### src/rtl/display_source.sv
// rtl/display_source.sv - register-file shadow display with debounced register selector
module display_source #(
    parameter int DEBOUNCE_CYCLES = 500000,
    parameter int ACT_CYCLES      = 12500000
) (
    input  logic        clock_50,
    input  logic        resetn,
    input  logic        wr_en,
    input  logic [2:0]  wr_addr,
    input  logic [15:0] wr_data,
    input  logic        freeze,
    input  logic        btn_next,
    output logic [15:0] R0,
    output logic [15:0] R1,
    output logic [15:0] R2,
    output logic [15:0] R3,
    output logic [15:0] R4,
    output logic [15:0] R5,
    output logic [15:0] R6,
    output logic [15:0] R7,
    output logic [6:0]  HEX0,
    output logic [6:0]  HEX1,
    output logic [6:0]  HEX2,
    output logic [6:0]  HEX3,
    output logic [6:0]  HEX4,
    output logic [6:0]  HEX5,
    output logic [6:0]  HEX6,
    output logic [6:0]  HEX7,
    output logic        HEX0_DP,
    output logic        HEX1_DP,
    output logic        HEX2_DP,
    output logic        HEX3_DP,
    output logic        HEX4_DP,
    output logic        HEX5_DP,
    output logic        HEX6_DP,
    output logic        HEX7_DP,
    output logic [2:0]  sel
);

    typedef enum logic [1:0] {IDLE, PRESS_WAIT, PRESSED, RELEASE_WAIT} state_t;

    localparam int             CW       = $clog2(DEBOUNCE_CYCLES + 1);
    localparam logic [CW-1:0]  DB_LAST  = CW'(DEBOUNCE_CYCLES - 1);
    localparam logic [23:0]    ACT_LOAD = 24'(ACT_CYCLES);

    logic [15:0]   shadow [8];
    logic [23:0]   act_cnt [8];
    logic          sync_meta;
    logic          sync_btn;
    state_t        state;
    state_t        state_nxt;
    logic [CW-1:0] db_cnt;
    logic          step;
    logic [2:0]    sel_nxt;
    logic          wr_ok;
    logic [15:0]   cur_val;
    logic [15:0]   nxt_val;

    assign wr_ok   = wr_en && !freeze;
    assign sel_nxt = sel + 3'd1;
    assign cur_val = shadow[sel];
    assign nxt_val = shadow[sel_nxt];

    assign R0 = shadow[0];
    assign R1 = shadow[1];
    assign R2 = shadow[2];
    assign R3 = shadow[3];
    assign R4 = shadow[4];
    assign R5 = shadow[5];
    assign R6 = shadow[6];
    assign R7 = shadow[7];

    assign HEX1_DP = 1'b0;
    assign HEX2_DP = 1'b0;
    assign HEX5_DP = 1'b0;
    assign HEX6_DP = 1'b0;
    assign HEX7_DP = 1'b0;

    function automatic logic [6:0] seg7(input logic [3:0] n);
        case (n)
            4'h0: seg7 = 7'h3F;
            4'h1: seg7 = 7'h06;
            4'h2: seg7 = 7'h5B;
            4'h3: seg7 = 7'h4F;
            4'h4: seg7 = 7'h66;
            4'h5: seg7 = 7'h6D;
            4'h6: seg7 = 7'h7D;
            4'h7: seg7 = 7'h07;
            4'h8: seg7 = 7'h7F;
            4'h9: seg7 = 7'h6F;
            4'hA: seg7 = 7'h77;
            4'hB: seg7 = 7'h7C;
            4'hC: seg7 = 7'h39;
            4'hD: seg7 = 7'h5E;
            4'hE: seg7 = 7'h79;
            default: seg7 = 7'h71;
        endcase
    endfunction

    // Shadow register writes (dropped while frozen) and per-register activity timers
    always_ff @(posedge clock_50 or negedge resetn) begin
        if (!resetn) begin
            for (int i = 0; i < 8; i++) begin
                shadow[i]  <= 16'h0000;
                act_cnt[i] <= 24'd0;
            end
        end else begin
            for (int i = 0; i < 8; i++) begin
                if (wr_ok && wr_addr == 3'(i)) begin
                    shadow[i]  <= wr_data;
                    act_cnt[i] <= ACT_LOAD;
                end else if (act_cnt[i] != 24'd0) begin
                    act_cnt[i] <= act_cnt[i] - 24'd1;
                end
            end
        end
    end

    // Two-flop synchronizer for the raw pushbutton; idles high (released)
    always_ff @(posedge clock_50 or negedge resetn) begin
        if (!resetn) begin
            sync_meta <= 1'b1;
            sync_btn  <= 1'b1;
        end else begin
            sync_meta <= btn_next;
            sync_btn  <= sync_meta;
        end
    end

    // Debounce state register
    always_ff @(posedge clock_50 or negedge resetn) begin
        if (!resetn) state <= IDLE;
        else         state <= state_nxt;
    end

    // Debounce counter: restarts on every state change, counts only while waiting
    always_ff @(posedge clock_50 or negedge resetn) begin
        if (!resetn)                                              db_cnt <= '0;
        else if (state_nxt != state)                              db_cnt <= '0;
        else if (state == PRESS_WAIT || state == RELEASE_WAIT)    db_cnt <= db_cnt + CW'(1);
    end

    // Debounce next-state; step fires only on the accepted press
    always_comb begin
        state_nxt = state;
        step      = 1'b0;
        case (state)
            IDLE:         if (!sync_btn) state_nxt = PRESS_WAIT;
            PRESS_WAIT: begin
                if (sync_btn) begin
                    state_nxt = IDLE;
                end else if (db_cnt == DB_LAST) begin
                    state_nxt = PRESSED;
                    step      = 1'b1;
                end
            end
            PRESSED:      if (sync_btn) state_nxt = RELEASE_WAIT;
            RELEASE_WAIT: begin
                if (!sync_btn)               state_nxt = PRESSED;
                else if (db_cnt == DB_LAST)  state_nxt = IDLE;
            end
            default:      state_nxt = IDLE;
        endcase
    end

    // Selected register index advances once per accepted press, wrapping 7 to 0
    always_ff @(posedge clock_50 or negedge resetn) begin
        if (!resetn)   sel <= 3'd0;
        else if (step) sel <= sel_nxt;
    end

    // Registered seven-segment and decimal-point outputs
    always_ff @(posedge clock_50 or negedge resetn) begin
        if (!resetn) begin
            HEX0 <= 7'h3F; HEX1 <= 7'h3F; HEX2 <= 7'h3F; HEX3 <= 7'h3F;
            HEX4 <= 7'h3F; HEX5 <= 7'h3F; HEX6 <= 7'h3F; HEX7 <= 7'h3F;
            HEX0_DP <= 1'b0;
            HEX3_DP <= 1'b0;
            HEX4_DP <= 1'b0;
        end else begin
            HEX0 <= seg7(cur_val[3:0]);
            HEX1 <= seg7(cur_val[7:4]);
            HEX2 <= seg7(cur_val[11:8]);
            HEX3 <= seg7(cur_val[15:12]);
            HEX4 <= seg7(nxt_val[3:0]);
            HEX5 <= seg7(nxt_val[7:4]);
            HEX6 <= seg7(nxt_val[11:8]);
            HEX7 <= seg7(nxt_val[15:12]);
            HEX0_DP <= (act_cnt[sel] != 24'd0);
            HEX4_DP <= (act_cnt[sel_nxt] != 24'd0);
            HEX3_DP <= freeze;
        end
    end

endmodule

### config.mk
export PLATFORM = sky130hd
export DESIGN_NAME = display_source
export DESIGN_NICKNAME = d
export VERILOG_FILES = /design/src/rtl/display_source.sv
export SDC_FILE = /design/constraint.sdc
export NUM_CORES = 1
export LEC_CHECK = 0
export ABC_AREA = 0
export ABC_CLOCK_PERIOD_IN_PS = 3900
export BUFFER_PORTS_ARGS = -buffer_cell sky130_fd_sc_hd__buf_2
export CORE_MARGIN = 2
export CORE_UTILIZATION = 60
export CTS_CLUSTER_DIAMETER = 100
export CTS_CLUSTER_SIZE = 14
export DETAILED_ROUTE_END_ITERATION = 6
export PLACE_DENSITY_LB_ADDON = 0.12
export SLEW_MARGIN = 20
export SYNTH_ARGS = -nofsm -noshare
export SYNTH_HDL_FRONTEND = slang
export SYNTH_SLANG_ARGS = --single-unit
### constraint.sdc
create_clock -name clock_50 -period 3.9 [get_ports clock_50]
set_input_delay 0.585 -clock clock_50 [delete_from_list [all_inputs] [get_ports clock_50]]
set_output_delay 0.585 -clock clock_50 [all_outputs]
set_load 0.05 [all_outputs]
# [After elaboration in Yosys (flattened, before gate mapping)]
# Memories as Yosys holds them, arrays and structs flattened. A register that Yosys moved wholly into a read port is not among the register bits.
# Index checks and enable logic that the tools add are counted.
[classes] n_addsub=10 n_lt_le_gt_ge=2 n_eq_ne=12 n_mux=40 n_bitwise=2 n_reduce_logical=40
[ops] cell="24-bit 2-to-1 mux" n=20
[ops] cell="24-bit nonzero test" n=10
[ops] cell="24-bit by 1-bit subtractor with 24-bit output (second input constant)" n=8
[ops] cell="24-bit binary-select mux with 3-bit select" n=2
[ops] cell="16-bit binary-select mux with 3-bit select" n=2
[ops] cell="16-bit 2-to-1 mux" n=4
[ops] cell="19-bit 2-to-1 mux" n=2
[ops] cell="19-bit by 1-bit adder with 19-bit output (second input constant)" n=1
[ops] cell="19-bit equality test (second input constant)" n=1
[ops] cell="2-bit nonzero test" n=9
[ops] cell="3-bit equality test (second input constant)" n=4
[ops] cell="2-bit 2-to-1 mux" n=6
[ops] cell="1-bit logical AND" n=9
[ops] cell="1-bit logical NOT" n=9
[ops] cell="4-bit >= comparator (second input constant)" n=2
[ops] cell="3-bit inverter with 4-bit output" n=2
[ops] cell="2-bit case mux with 4 select lines" n=1
[ops] cell="3-bit by 2-bit equality test with 1-bit output (second input constant)" n=2
[ops] cell="2-bit equality test (second input constant)" n=2
[ops] cell="3-bit by 1-bit adder with 3-bit output (second input constant)" n=1
[ops] cell="3-bit by 1-bit equality test with 1-bit output (second input constant)" n=1
[ops] cell="3-bit logical NOT" n=1
[ops] cell="1-bit 2-to-1 mux" n=3
[ops] cell="2-bit by 1-bit equality test with 1-bit output (second input constant)" n=1
[ops] cell="other kinds (3)" n=3
[totals] reg_bits=349 mem_bits_ro=896 inputBits=24 wordCells=138 memories=8
[memory_table] name="(name not given)" words=16 width=7 rd=1 rd_clocked_by_memory_dff=1 write_ports=0 line_no="80" text="case (n)"
[memory_table] name="(name not given)" words=16 width=7 rd=1 rd_clocked_by_memory_dff=1 write_ports=0 line_no="80"
[memory_table] name="(name not given)" words=16 width=7 rd=1 rd_clocked_by_memory_dff=1 write_ports=0 line_no="80"
[memory_table] name="(name not given)" words=16 width=7 rd=1 rd_clocked_by_memory_dff=1 write_ports=0 line_no="80"
[memory_table] name="(name not given)" words=16 width=7 rd=1 rd_clocked_by_memory_dff=1 write_ports=0 line_no="80"
[memory_table] name="(name not given)" words=16 width=7 rd=1 rd_clocked_by_memory_dff=1 write_ports=0 line_no="80"
[memory_table] name="2 more memories"

# [Longest topological paths before layout]
# Gate-level depths: netlist of run 1.
[logic_depth] ltp_word=6 depth_mapped=12

# [Worst setup path after synthesis of run 1]
# Ideal clock, no wire load.
[synth_path] kind="reg2reg" from="register sel[0]" to="register HEX5[3]" setup_time_ns=0.060 t_arrival_ns=3.519 required_ns=3.840 slack_ns=0.321 path_stages_with_launch=12 path_buffers=4 period_less_slack_ns=3.579 path_cell_list="dfrtp_1 ha_1 buf_2 buf_2 buf_2 buf_2 mux4_2 mux2i_1 inv_1 ha_1 mux4_2 inv_1"
[synth_via] elab_chain_len=5
[synth_lines] element="from (decl)" line_no="37" text="output logic [2:0] sel"
[synth_lines] element="from (signal assigned)" line_no="169" text="else if (step) sel <= sel_nxt;"
[synth_lines] element="3-bit by 1-bit adder with 3-bit output" line_no="60" text="assign sel_nxt = sel + 3'd1;"
[synth_lines] element="named net sel_nxt[1]" line_no="54" text="logic [2:0] sel_nxt;"
[synth_lines] element="3-bit inverter with 4-bit output (implied by the code)" line_no="62" text="assign nxt_val = shadow[sel_nxt];"
[synth_lines] element="16-bit binary-select mux with 3-bit select" line_no="62"
[synth_lines] element="16-bit 2-to-1 mux (implied by the code) (2 in a row)" line_no="62"
[synth_lines] element="to (decl)" line_no="26" text="output logic [6:0] HEX5,"
# The timed path passes the listed nets, and every way through them passes these cells. The select of a mux whose other input is x is not followed.
# A chain may end at the register's enable or synchronous reset.

# [Final worst setup path of run 1]
[layout_path] from="register sel[1]" to="register HEX1[3]"
[layout_via] elab_chain_len=4
[layout_lines] element="3-bit inverter with 4-bit output (implied by the code)" line_no="61" text="assign cur_val = shadow[sel];"
[layout_lines] element="16-bit binary-select mux with 3-bit select" line_no="61"
[layout_lines] element="16-bit 2-to-1 mux (implied by the code) (2 in a row)" line_no="61"
[layout_lines] element="to (decl)" line_no="22" text="output logic [6:0] HEX1,"
# No other way between the ends. The select of a mux whose other input is x is not followed.

==> impl_metrics.toml, run 1 <==
[route]
drtAntennaViolNets = 0
wl_um = 58840
remaining_drc_errors = 0
drtPass1Iterations = 5
num_vias = 17660
wire_per_inst_um = 20.29
drt_iter0_drc = 1361
viasPerCell = 6.093

[setup_path]
cp-start-kind = "flop"
r2r_slack_ps = 500
cp.required_ps = 4370
worstPathArrival_ps = 3870
worstSetupPathType = "flop to flop"
cp_max_fo = 36
end_kind = "flop"

[clock_network]
cts_resized = 0
cts_root_buffer = "clkbuf_16"
path_clk_slew_ps = 70
tritoncts = "yes"
cts_hold_buf = 0
clk_latency_ps = 530
post_cts_buffers = 0
cts-buffers-inserted = 34
cts_max_level = 2
clock_sinks = 405
max-clock-path-buffers = 3

[die]
start_util_pct = 61.14
design.core.area_um2 = 35740
rows = 69
die_w_um = 194.8
die_h_um = 194.8
num_io_pins = 219
die_area_um2 = 37960

[sta]
grt_setup_unrepaired = "false"
post-route-period-util_pct = 87.06
fin_skew_ps = 13.92
finalCriticalPeriod_ps = 3395
setup_viol = 0
setup-tns-final_ps = 0
slew-limit-headroom_pct = 34.88
finalMaxSlewViolations = 0
worst_pin_slew_ps = 976.8
hold_viol = 0
fmax_ghz = 0.2945

[layout]
drive_gt1_share_pct = 19.74
area_delta_synth_final_pct = 12.22
nets = 2501
multi_input_area_um2 = 11000
seq_area_um2 = 10200
instances_no_fill = 2899
n_fill_cell = 2765

[yosys]
yosysUniqueCellTypes = 80
synth_common_cells = "nand2_1, dfrtp_1, nor2_1"
yosysWarnings = 0
synth_edf_count = 0
syn_avg_cell_area_um2 = 9.848
synth_top_area_cell = "dfrtp_1"
synth_area_leaders = "dfrtp_1, nand2_1, mux4_2, dfstp_2, xnor2_1"
synthMostInstantiatedCell = "nand2_1"
syn-instance-count = 2219
yosysTopAreaCellShare_pct = 40.65
ys_ff_latch = 405
ys.flop_type = "dfrtp_1"
netlist_area_um2 = 21850
yosysSeqAreaShare_pct = 46.66
async_flop_share_pct = 100.0

[status]
status = "completed"

[power_and_ir_drop]
p_leak_uw = 0.01033
finalPower_uw = 14670
p_per_area_nw_per_um2 = 598.3
peakVddDrop_uv = 346.6

[job]
max-cap-violations = 0

[global_route]
grt_max_degree = 117
track_usage_pct = 31.31
first_global_vias = 17260
grt_pass1_wl_um = 94460
overflow = 0
antenna_found_initial = 3

[placement]
dp_cells = 2836
place.gp.congestion = 0.9614
port_buffers = 213
dpl.hpwl_um = 40650

[min_path]
min_path_type = "primary input to async pin"
placed cells by master (no fill, tap or decap), types with 7 or more instances in the layout:
| cell | synthesis | layout |
|---|---|---|
| buf_2 | 25 | 212 |
| buf_12 | 0 | 9 |
| dfrtp_1 | 355 | 352 |
| o21ai_1 | 8 | 8 |
| mux4_2 | 72 | 72 |
| buf_4 | 18 | 34 |
| nor2_1 | 202 | 200 |
| nand2b_1 | 10 | 10 |
| inv_1 | 56 | 56 |
| nand2_1 | 524 | 524 |
| a211oi_1 | 9 | 9 |
| mux2i_2 | 12 | 12 |
| or4_1 | 30 | 30 |
| ha_1 | 66 | 65 |
| nand3b_1 | 9 | 9 |
| nand4_1 | 21 | 21 |
| and2_1 | 10 | 10 |
| xor2_1 | 58 | 58 |
| xnor2_1 | 103 | 103 |
| mux2_2 | 14 | 14 |
| or3_1 | 46 | 46 |
| o21ai_0 | 21 | 21 |
| or2_2 | 7 | 7 |
| nor2b_1 | 23 | 23 |
| nand4b_1 | 10 | 10 |
| a22o_1 | 8 | 8 |
| clkbuf_1 | 53 | 25 |
| nand3_1 | 49 | 49 |
| o32a_1 | 8 | 8 |
| nor3_1 | 79 | 76 |
| nor4_1 | 61 | 61 |
| a22oi_1 | 8 | 8 |
| mux2i_1 | 25 | 25 |
| clkbuf_16 | 0 | 37 |
| o211ai_1 | 8 | 8 |
| dfstp_2 | 50 | 50 |
| a21oi_1 | 66 | 66 |
registers in the layout, summed over array words and instances (netlist names), 16 cells and up:
register and flops:
R7 16, db_cnt 19, R6 16, R2 16
R5 16, R3 16, act_cnt 192, R0 16
R4 16, R1 16
cell type report:
type,count,share of cell area [%]
sequential,405,41.60
antenna,1,0.01020
inverter,56,0.8571
clock buffer,62,4.158
timing repair buffer,256,6.163
tap,461,2.352
multi-input combinational,1658,44.86
worst max-delay path: stages (launching register included):
cell,delay [ps]
dfrtp_2,360
buf_4,560
mux4_2,580
mux2i_1,700
inv_1,230
ha_1,360
mux4_2,470
inv_1,70
final timing paths:
check                               startpoint             endpoint  cells past startpoint
min                                     resetn    HEX5[6]$_DFF_PN0_                      1
max reg2reg                 sel[1]$_DFFE_PN0P_    HEX1[3]$_DFF_PN1_                      7
min reg2reg                sync_meta$_DFF_PN1_   sync_btn$_DFF_PN1_                      0
max in group asynchronous               resetn   sync_btn$_DFF_PN1_                      2
max                         sel[1]$_DFFE_PN0P_    HEX1[3]$_DFF_PN1_                      7
min in group clock_50                 btn_next  sync_meta$_DFF_PN1_                      1
per-stage QoR:
| step | cell area, um2 | hold slack [ps] | setup slack [ps] | util, % |
|---|---|---|---|---|
| 6_report | 24520 | 108.4 | 504.7 | 68.62 |
| 5_1_grt | 24520 | 147.3 | 370.6 | 68.61 |
| 4_1_cts | 24520 | 140.5 | 562.4 | 68.61 |
| 3_5_place_dp | 23500 | 347.2 | 566.0 | 65.76 |
| 3_3_place_gp | 23500 | 346.7 | 657.9 | 65.76 |
| 2_1_floorplan | 21870 | 289.4 | 321.0 | - |
cells by family after synthesis:
logic type / count (synthesis) / share of synthesized area, %
xor+xnor: 162 / 6.579
simple gates: 1126 / 24.14
mux: 130 / 10.51
flops: 405 / 46.66
buf+inv: 160 / 3.241
fa+ha+maj: 66 / 3.779
compound gates: 169 / 5.073
other cells: 1 / 0.01716
layer usage:
metal / up-vias / global-route usage, % / wire (um)
li1: 8054 / - / -
met1: 8714 / 42.58 / 23940
met2: 761 / 50.71 / 27640
met3: 131 / 6.247 / 5199
met4: 4 / 10.77 / 2028
met5: - / 0 / 27
power breakdown:
part,switching [uW],internal [uW]
combinational,3440,1610
clock,1540,1770
sequential,1060,5250
Note: power is estimated with default switching activity, not from simulation.
==> run 2: changes to the inputs <==
Settings changed: ABC_AREA 0 to not set, CORE_ASPECT_RATIO set to 0.5.
==> run 2 against run 1 <==
  * Register-to-register slack got worse by 20 ps
  * Combinational power decreased by 0.8%
  * Non-clock buffer count decreased by 9
  * Critical path depth increased by 1
  * Via count decreased by 1.7%
  * Cell area decreased by 0.35%
  * Sequential cell count unchanged
  * Worst hold slack got worse by 99 ps
  * Global-route usage decreased by 1.2 points
  * Critical endpoint is now HEX7[3]$_DFF_PN1_
==> impl_metrics.toml, run 2 (synthesized netlist as in run 1, its figures left out) <==
[status]
status = "completed"

[setup_path]
cp-start-kind = "flop"
end_kind = "flop"
worstSetupPathType = "flop to flop"
r2r_cells = 8
cp_max_fo = 29
cp.required_ps = 4390
worstPathArrival_ps = 3900

[layout]
largest_register_ffs = 192
design_area_um2 = 24440
diodes = 0
multi_input_area_um2 = 11010
layout_common_cells = "nand2_1, dfrtp_1, buf_2"
regMostFlops = "act_cnt"
drive_gt1_share_pct = 19.44
seq_area_um2 = 10200
n_fill_cell = 2773
nets = 2492
top_regs = "act_cnt: 192 flops, db_cnt: 19 flops"
final_common_cell = "nand2_1"
area_delta_synth_final_pct = 11.83

[clock_network]
clk_latency_ps = 540
path_clk_slew_ps = 70
cts_max_level = 2
max-clock-path-buffers = 3
cts_hold_buf = 0
clock_sinks = 405
tritoncts = "yes"
cts_resized = 0
post_cts_buffers = 0
cts_root_buffer = "clkbuf_16"
cts-buffers-inserted = 34

[sta]
fin_skew_ps = 27.59
hold_viol = 0
fmax_ghz = 0.2927
grt_setup_unrepaired = "false"
worst_pin_slew_ps = 801.7
setup-tns-final_ps = 0
finalCriticalPeriod_ps = 3417
slew-limit-headroom_pct = 46.06
finalMaxSlewViolations = 0
post-route-period-util_pct = 87.61
setup_viol = 0

[die]
die_w_um = 273.9
design.core.area_um2 = 35930
die_area_um2 = 38060
die_h_um = 139.0
rows = 49
start_util_pct = 60.83
num_io_pins = 219

[global_route]
track_usage_pct = 30.13
antenna_found_initial = 0
overflow = 0
first_global_vias = 16730
grt_pass1_wl_um = 90760
grt_max_degree = 75

[placement]
dpl.hpwl_um = 38000
place_area_um2 = 23420
place.gp.congestion = 0.8902
port_buffers = 213

[route]
drtPass1Iterations = 5
remaining_drc_errors = 0
viasPerCell = 5.962
drt_iter0_drc = 1427
wl_um = 56890
wire_per_inst_um = 19.54
num_vias = 17360
drtAntennaViolNets = 0

[power_and_ir_drop]
peakVddDrop_uv = 499.3
power_switching_uw = 5967
switching_share_pct = 40.90
p_per_area_nw_per_um2 = 597.0
pwr-share-clk_pct = 22.7
p_int_uw = 8622
seq_power_share_pct = 42.9
p_comb_share_pct = 34.3
p_leak_uw = 0.01027
finalPower_uw = 14590

[job]
max-cap-violations = 0

[min_path]
min_path_type = "primary input to async pin"
run 2: changes by cell type in the layout (fill, tap and decap cells not counted), sizes merged:
cell / change
buf: -9
diode: -1
run 2: final timing paths:
path,start,endpoint,slack (ps)
min in group clock_50,btn_next,sync_meta$_DFF_PN1_,150
max reg2reg,sel[0]$_DFFE_PN0P_,HEX7[3]$_DFF_PN1_,480
max in group asynchronous,resetn,HEX6[0]$_DFF_PN1_,2810
max,sel[0]$_DFFE_PN0P_,HEX7[3]$_DFF_PN1_,480
min reg2reg,sync_meta$_DFF_PN1_,sync_btn$_DFF_PN1_,350
min,resetn,act_cnt[132]$_DFFE_PN0P_,10
run 2: cell type report:
class / count / area share [%]
flip-flops and latches: 405 / 41.75
repair buffers: 247 / 5.703
clock buffers: 62 / 4.173
multi-input cells: 1658 / 45.03
well taps: 484 / 2.478
inverters: 56 / 0.8601
run 2: layer usage:
layer	global-route usage, %	vias up	part of all wire, %
li1	-	8021	-
met1	42.00	8605	42
met2	47.81	608	47
met3	5.177	127	7.1
met4	11.33	0	3.6
met5	0	-	0
run 2: per-stage QoR:
stage	cells	utilization, %	hold WS (ps)	setup slack (ps)
floorplan	2223	-	289.4	321.0
global placement	2850	65.18	345.4	634.4
detailed placement	2850	65.18	349.0	554.1
CTS	2912	68.02	38.40	518.5
global route	2912	68.02	41.70	307.4
finish	2912	68.02	9.796	483.4
run 2: power groups by stage:
| stage | Combinational [uW] | Clock, uW | Sequential (uW) |
|---|---|---|---|
| 2_1_floorplan | 2250 | 0 | 7720 |
| 4_1_cts | 5020 | 3370 | 6240 |
| 3_5_place_dp | 4990 | 0 | 6300 |
| 5_1_grt | 5430 | 3550 | 6390 |
| 3_3_place_gp | 4880 | 0 | 6290 |
| 6_report | 5010 | 3320 | 6260 |
run 2: critical path, cell delays in order, from the launching register on:
cell and delay (ps):
dfrtp_4 600, ha_2 560, buf_12 260, mux4_2 320
mux2i_1 540, inv_1 190, ha_1 360, mux4_2 470
inv_1 70
